### config.mk
export PLATFORM = sky130hd
export DESIGN_NAME = serial_subtractor
export DESIGN_NICKNAME = d
export VERILOG_FILES = /design/src/rtl/serial_subtractor.sv
export SDC_FILE = /design/constraint.sdc
export NUM_CORES = 1
export LEC_CHECK = 0
export ABC_AREA = 0
export CAP_MARGIN = 10
export CORE_MARGIN = 4
export CORE_UTILIZATION = 54
export CTS_BUF_LIST = sky130_fd_sc_hd__clkbuf_8
export DETAILED_ROUTE_END_ITERATION = 8
export PLACE_DENSITY = 0.82
export SLEW_MARGIN = 20
export SYNTH_ARGS = -nofsm -noshare
export SYNTH_HDL_FRONTEND = slang
export SYNTH_SLANG_ARGS = --single-unit
### constraint.sdc
create_clock -name clk -period 1.9 [get_ports clk]
set_clock_uncertainty 0.05 [all_clocks]
set_input_delay 0.285 -clock clk [delete_from_list [all_inputs] [get_ports clk]]
set_output_delay 0.285 -clock clk [all_outputs]
set_load 0.03 [all_outputs]
### src/rtl/serial_subtractor.sv
// Bit-serial WIDTH-bit subtractor: A - B - bin computed LSB first through one
// full-subtractor cell, with valid/ready handshakes on both the operand and result sides.
module serial_subtractor #(
  parameter int WIDTH = 8
) (
  input  logic             clk,
  input  logic             rst_n,
  input  logic             start_valid,
  output logic             start_ready,
  input  logic [WIDTH-1:0] a_in,
  input  logic [WIDTH-1:0] b_in,
  input  logic             bin,
  output logic [WIDTH-1:0] diff_out,
  output logic             borrow_out,
  output logic             ovf_out,
  output logic             out_valid,
  input  logic             out_ready,
  output logic             busy
);

  localparam int CW = (WIDTH > 1) ? $clog2(WIDTH) : 1;

  typedef enum logic [1:0] {IDLE, RUN, DONE} state_t;

  state_t           state;
  logic [WIDTH-1:0] sa;
  logic [WIDTH-1:0] sb;
  logic [WIDTH-1:0] sd;
  logic             br;
  logic [CW-1:0]    cnt;
  // Operand sign bits survive the shifting so the overflow flag can use them.
  logic             a_msb;
  logic             b_msb;

  logic             d;
  logic             br_next;
  logic [WIDTH-1:0] sd_next;

  assign d       = sa[0] ^ sb[0] ^ br;
  assign br_next = (~sa[0] & sb[0]) | (~(sa[0] ^ sb[0]) & br);
  assign sd_next = {d, sd[WIDTH-1:1]};

  always_ff @(posedge clk or negedge rst_n) begin
    if (!rst_n) begin
      state       <= IDLE;
      sa          <= '0;
      sb          <= '0;
      sd          <= '0;
      br          <= 1'b0;
      cnt         <= '0;
      a_msb       <= 1'b0;
      b_msb       <= 1'b0;
      diff_out    <= '0;
      borrow_out  <= 1'b0;
      ovf_out     <= 1'b0;
      out_valid   <= 1'b0;
      start_ready <= 1'b1;
      busy        <= 1'b0;
    end else begin
      case (state)
        IDLE: begin
          if (start_valid && start_ready) begin
            sa          <= a_in;
            sb          <= b_in;
            br          <= bin;
            cnt         <= '0;
            a_msb       <= a_in[WIDTH-1];
            b_msb       <= b_in[WIDTH-1];
            state       <= RUN;
            start_ready <= 1'b0;
            busy        <= 1'b1;
          end
        end
        RUN: begin
          sa <= sa >> 1;
          sb <= sb >> 1;
          sd <= sd_next;
          br <= br_next;
          if (cnt == CW'(WIDTH - 1)) begin
            state      <= DONE;
            diff_out   <= sd_next;
            borrow_out <= br_next;
            // The final serial bit d is the difference MSB.
            ovf_out    <= (a_msb != b_msb) && (d != a_msb);
            out_valid  <= 1'b1;
          end else begin
            cnt <= cnt + 1'b1;
          end
        end
        DONE: begin
          if (out_ready) begin
            state       <= IDLE;
            out_valid   <= 1'b0;
            start_ready <= 1'b1;
            busy        <= 1'b0;
          end
        end
        default: state <= IDLE;
      endcase
    end
  end

endmodule

==> run metrics, run 1 <==
final hold slack=-0.391 ps; failing checks=negative hold slack; # H-tree levels=2; TritonCTS clock tree=yes; area added between synthesis and finish=27.4%; fin. max-slew vios=0; Design Area, Final=2430 um^2; count of state elements after synthesis=44; total die area=4550 um^2; nets@finish=234; GP Congestion=0.857; Lkg Pwr=0.00113 uW; WS Path Type=flip-flop to flip-flop; initial antenna violation count=0; final setup vio count=0; Gate power share=34.7%; synth top area cells=dfrtp_1 56%, nand2_1 7.9%, mux2i_1 6.8%; Worst-path clk slew=90 ps; Seq/Total Area, Yosys=57.7%; Initial Util=56.8%; average vias per placed instance=5.29; Skew-Pair Late Insertion Delay=300 ps; Internal=2240 uW; hold_buf cts=0; antenna viol nets, final=0; minimum clock period=1730 ps; Num Clock Sinks=44; num rows=21; Inserted Diodes=0; Routed Wire Length=3690 um; root buf cell=clkbuf_8; count leader, synth=dfrtp_1; Sw Pwr=1140 uW; RSZ-0062 raised after global routing=no; DP HPWL=2530 um; share of cells above drive strength 1=14.8%; initial DRC count=69; DRC=0; TritonCTS Buffers=5; routed len/inst=14.4 um; first-pass GRT wire length=6190 um; startpoint types=flip-flop; synthesized area per cell=11.3 um^2; GR Overflow Total=0; Worst VDD drop=717 uV; # IOs=34; Setup TNS=0 ps; I/O Buffers=33; Final period util=90.8%; Flop pwr share=43.2%; Yosys cell types=29; Highest Clock Rate=579 MHz; Tightest Hold Check Type=primary input to async pin; synth cell count leaders=43 x dfrtp_1, 40 x nand2_1, 13 x mux2i_1, 13 x o21ai_1, 10 x mux2_2; Mapped Nets=194; largest net degree at the start of global routing=45; synthesized cell area=1910 um^2; Fin. Hold Viols=2; status=finished, violations left; Chip Width=67.5 um; Via Count=1354; vias in the first global route=1337; Post-synth EDFFs=0; Placed Area=2290 um^2; measured slew at the worst slew-check pin=535 ps; CP Capture Type=flip-flop; top cell type's share of synthesized area=56.4%; Switching Fraction=33.8%; ys flop type=dfrtp_1; Total GRT Usage=18.7%; pwr/cell area=1390 nW/um^2; Crit Path Max Fanout=4; Die Ht=67.5 um; Post-Syn Instances=169; area leader, netlist=dfrtp_1; Clk pwr share=22.2%; CP Data Required Time=2040 ps; Crit path arrival time=1860 ps; Max Root-Sink Buffers=2; Synthesis Warnings=0; Core Box Area=3360 um^2; Rel. slew slack=64.3%; total iterations of the first detailed-routing run=4; MaxCap Viol Count=0; asr flop ratio synth=100%
-- power by group through the flow --
| stage | clock network [uW] | registers, uW | logic (uW) |
|---|---|---|---|
| detailed placement | 0 | 1470 | 1180 |
| finish | 750 | 1460 | 1170 |
| CTS | 772 | 1460 | 1190 |
| floorplan | 0 | 1610 | 594 |
| global route | 811 | 1500 | 1310 |
| global placement | 0 | 1450 | 1120 |
-- registers in the layout, indices dropped and copies added, names as in the netlist, 2 cells and up --
register	count
sa	8
cnt	3
sb	8
sd	7
state	2
diff_out	8
-- worst max-delay path: stages, from the launching register on --
cell	delay (ps)
dfrtp_1	400
ha_1	220
ha_1	200
nor3b_1	310
nor2_1	150
mux2_2	290
-- repair_timing --
| action | CTS | global route |
|---|---|---|
| setup buffers | 0 | 2 |
| endpoints found under the setup margin | 0 | 2 |
| gates resized for setup | 0 | 1 |
-- cell families (layout without fill, tap and decap cells) --
family          after synthesis  count (layout)  synth area share (%)
compound gates               29              29                  8.98
fa+ha+maj                     4               4                  3.01
buf+inv                      16              57                  4.91
flops                        44              44                  57.7
mux                          24              24                  13.5
simple gates                 52              52                  11.9
-- through the flow --
step | setup slack (ps) | hold slack [ps] | power, uW | util (%) | instances
2_1_floorplan | 263 | -60.6 | 2200 | - | 169
3_3_place_gp | 114 | 331 | 2570 | 68.2 | 246
3_5_place_dp | 71.3 | 339 | 2650 | 68.2 | 246
4_1_cts | 25.4 | 8.45 | 3420 | 71.8 | 254
5_1_grt | 113 | 34.4 | 3620 | 72.3 | 256
6_report | 174 | -0.391 | 3380 | 72.3 | 256
-- worst paths after layout --
path                       startpoint           to  slack (ps)  cells after the start
max in group asynchronous       rst_n  start_ready        1420                      2
min in group clk                sa[2]        sa[1]         450                      2
max                            cnt[0]       cnt[0]         170                      5
min reg2reg                     sa[2]        sa[1]         450                      2
max reg2reg                    cnt[0]       cnt[0]         170                      5
min                             rst_n        sb[0]        -0.4                      2
-- cell usage in the layout (no fill, tap or decap) --
cell / instances
nand3b_1: 1
nand2b_1: 2
a22o_1: 4
nor3b_1: 2
mux2_4: 1
a21oi_1: 4
and4bb_1: 1
ha_1: 3
o311ai_1: 1
fa_1: 1
o21ai_0: 5
buf_4: 9
buf_12: 1
clkbuf_8: 6
a221o_1: 1
mux2i_1: 13
mux2_2: 10
nand2_1: 40
o21ai_1: 13
dlymetal6s2s_1: 1
nor2_1: 4
nor2b_1: 1
dfstp_2: 1
clkinv_4: 1
clkdlybuf4s50_1: 31
and2b_1: 1
dfrtp_1: 43
bufinv_16: 1
buf_2: 1
o31ai_1: 1
inv_1: 6
-- per-layer routing --
layer / wire (um) / global-route usage, % / vias to the layer above
li1: - / - / 646
met1: 1590 / 23.4 / 670
met2: 1810 / 30.1 / 33
met3: 257 / 5.66 / 5
met4: 29 / 7.59 / 0
met5: 0 / 0 / -
-- cell type report --
cell class | count | area, um^2
clock inverters | 2 | 38.8
flip-flops and latches | 44 | 1100
clock buffers | 6 | 82.6
repair buffers | 43 | 415
inverters | 6 | 22.5
well taps | 46 | 57.6
multi-input cells | 109 | 713
fillers | 254 | 931
No activity file was read; power rests on OpenSTA's default activity.
==> run 2: changes to the inputs <==
CORE_UTILIZATION = 29   (was 54)
PLACE_DENSITY = 0.49   (was 0.82)
==> run 2 against run 1 <==
The flow now finishes without violations. Clock power fell by 26%. Hold slack improved by 7.7 ps. Sequential share of layout area rose by 0.30 points. Final area fell by 0.67%. Critical path depth fell by 4. Total power fell by 7.0%. Largest cell class unchanged. Largest power group unchanged.
==> run metrics, run 2 (synthesis gave the netlist of run 1 again) <==
status=finished clean; Die Ht=89.1 um; Placed Area=2330 um^2; Worst-path clk slew=80 ps; largest net degree at the start of global routing=45; Via Count=1254; routed len/inst=12.8 um; TritonCTS clock tree=yes; Design Area, Final=2420 um^2; root buf cell=clkbuf_8; initial DRC count=78; area added between synthesis and finish=26.5%; Critical Path Max Stage Delay=680 ps; Lkg Pwr=0.00111 uW; num rows=29; first-pass GRT wire length=6390 um; minimum clock period=1680 ps; crit-path cells=clkdlybuf4s50_1; Crit Path Max Fanout=3; Rel. slew slack=62.6%; Setup TNS=0 ps; critical path's slowest cell=clkdlybuf4s50_1; # IOs=34; Worst VDD drop=496 uV; Max Root-Sink Buffers=2; Pwr Total=3140 uW; PnR worst setup slack=224 ps; Num Clock Sinks=44; DRC=0; I/O Buffers=33; GP Congestion=0.746; startpoint types=flip-flop; CP Capture Type=primary output; flop-to-flop setup slack=240 ps; biggest regs=diff_out: 8 flops, sa: 8 flops, sb: 8 flops; nets@finish=232; WS Path Type=flip-flop to primary output; initial antenna violation count=0; most frequent cells in the layout=43 x dfrtp_1, 40 x nand2_1, 31 x clkdlybuf4s50_1; total iterations of the first detailed-routing run=4; antenna viol nets, final=0; RSZ-0062 raised after global routing=no; average vias per placed instance=4.40; Core Box Area=6390 um^2; filler cell count=645; WP buf/inv=1; share of cells above drive strength 1=13.0%; Tightest Hold Check Type=primary input to async pin; post_cts resized=0; MaxCap Viol Count=0; post-CTS setup buffer count=0; Highest Clock Rate=597 MHz; DP Worst Slack=121 ps; Total GRT Usage=10.5%; Chip Width=89.1 um; Inserted Diodes=0; Crit path arrival time=1340 ps; CP Data Required Time=1560 ps; Skew-Pair Late Insertion Delay=300 ps; Final period util=88.2%; Fin. Hold Viols=0; measured slew at the worst slew-check pin=561 ps; pwr/cell area=1300 nW/um^2; total die area=7950 um^2; # H-tree levels=2; TritonCTS Buffers=5; final setup vio count=0; DP HPWL=2570 um; hold_buf cts=0; most common cell after layout, fill and taps aside=dfrtp_1; GR Overflow Total=0; fin. max-slew vios=0; vias in the first global route=1285; Initial Util=29.9%; Routed Wire Length=3640 um; CP top delay family=buffers and inverters
-- run 2: cell count changes in the layout (fill, tap and decap cells not counted), sizes merged --
cell | before | now
buf | 11 | 9
bufinv | 1 | 0
inv | 6 | 8
clkbuf | 6 | 5
-- run 2: layout make-up --
cell class	instances	area [um^2]	area share, %
Sequential cell	44	1100	45.6
Multi-Input combinational cell	109	713	29.5
Timing Repair Buffer	41	400	16.6
Tap cell	77	96.3	3.99
Clock buffer	5	68.8	2.85
Inverter	6	22.5	0.932
Clock inverter	3	12.5	0.518
-- run 2: where the power goes --
part / leakage (uW) / internal (uW) / switching (uW)
Combinational: 0.000472 / 542 / 593
Sequential: 0.000585 / 1260 / 190
Clock: 0.0000505 / 248 / 310
-- run 2: layer usage --
| layer | vias to the layer above | part of all wire, % | track usage, % |
|---|---|---|---|
| met1 | 585 | 52 | 15.3 |
| met4 | 0 | 2.0 | 4.06 |
| met5 | - | 0 | 0 |
| li1 | 641 | - | - |
| met2 | 21 | 42 | 14.9 |
| met3 | 7 | 3.4 | 2.58 |
-- run 2: path summary, 6_finish.rpt --
| check | end | cells past startpoint | from |
|---|---|---|---|
| max in group asynchronous | start_ready | 2 | rst_n |
| min in group clk | ovf_out | 2 | ovf_out |
| hold reg to reg | ovf_out | 2 | ovf_out |
| hold / removal | diff_out[3] | 2 | rst_n |
| setup reg to reg | cnt[0] | 5 | cnt[0] |
| setup / recovery | out_valid | 1 | out_valid |
-- run 2: metrics by stage --
step	hold slack, ps	utilization [%]	cells
floorplan	-60.6	-	169
global placement	361	36.5	277
detailed placement	359	36.5	277
CTS	33.4	37.8	285
global route	61.2	37.8	285
finish	7.34	37.8	285
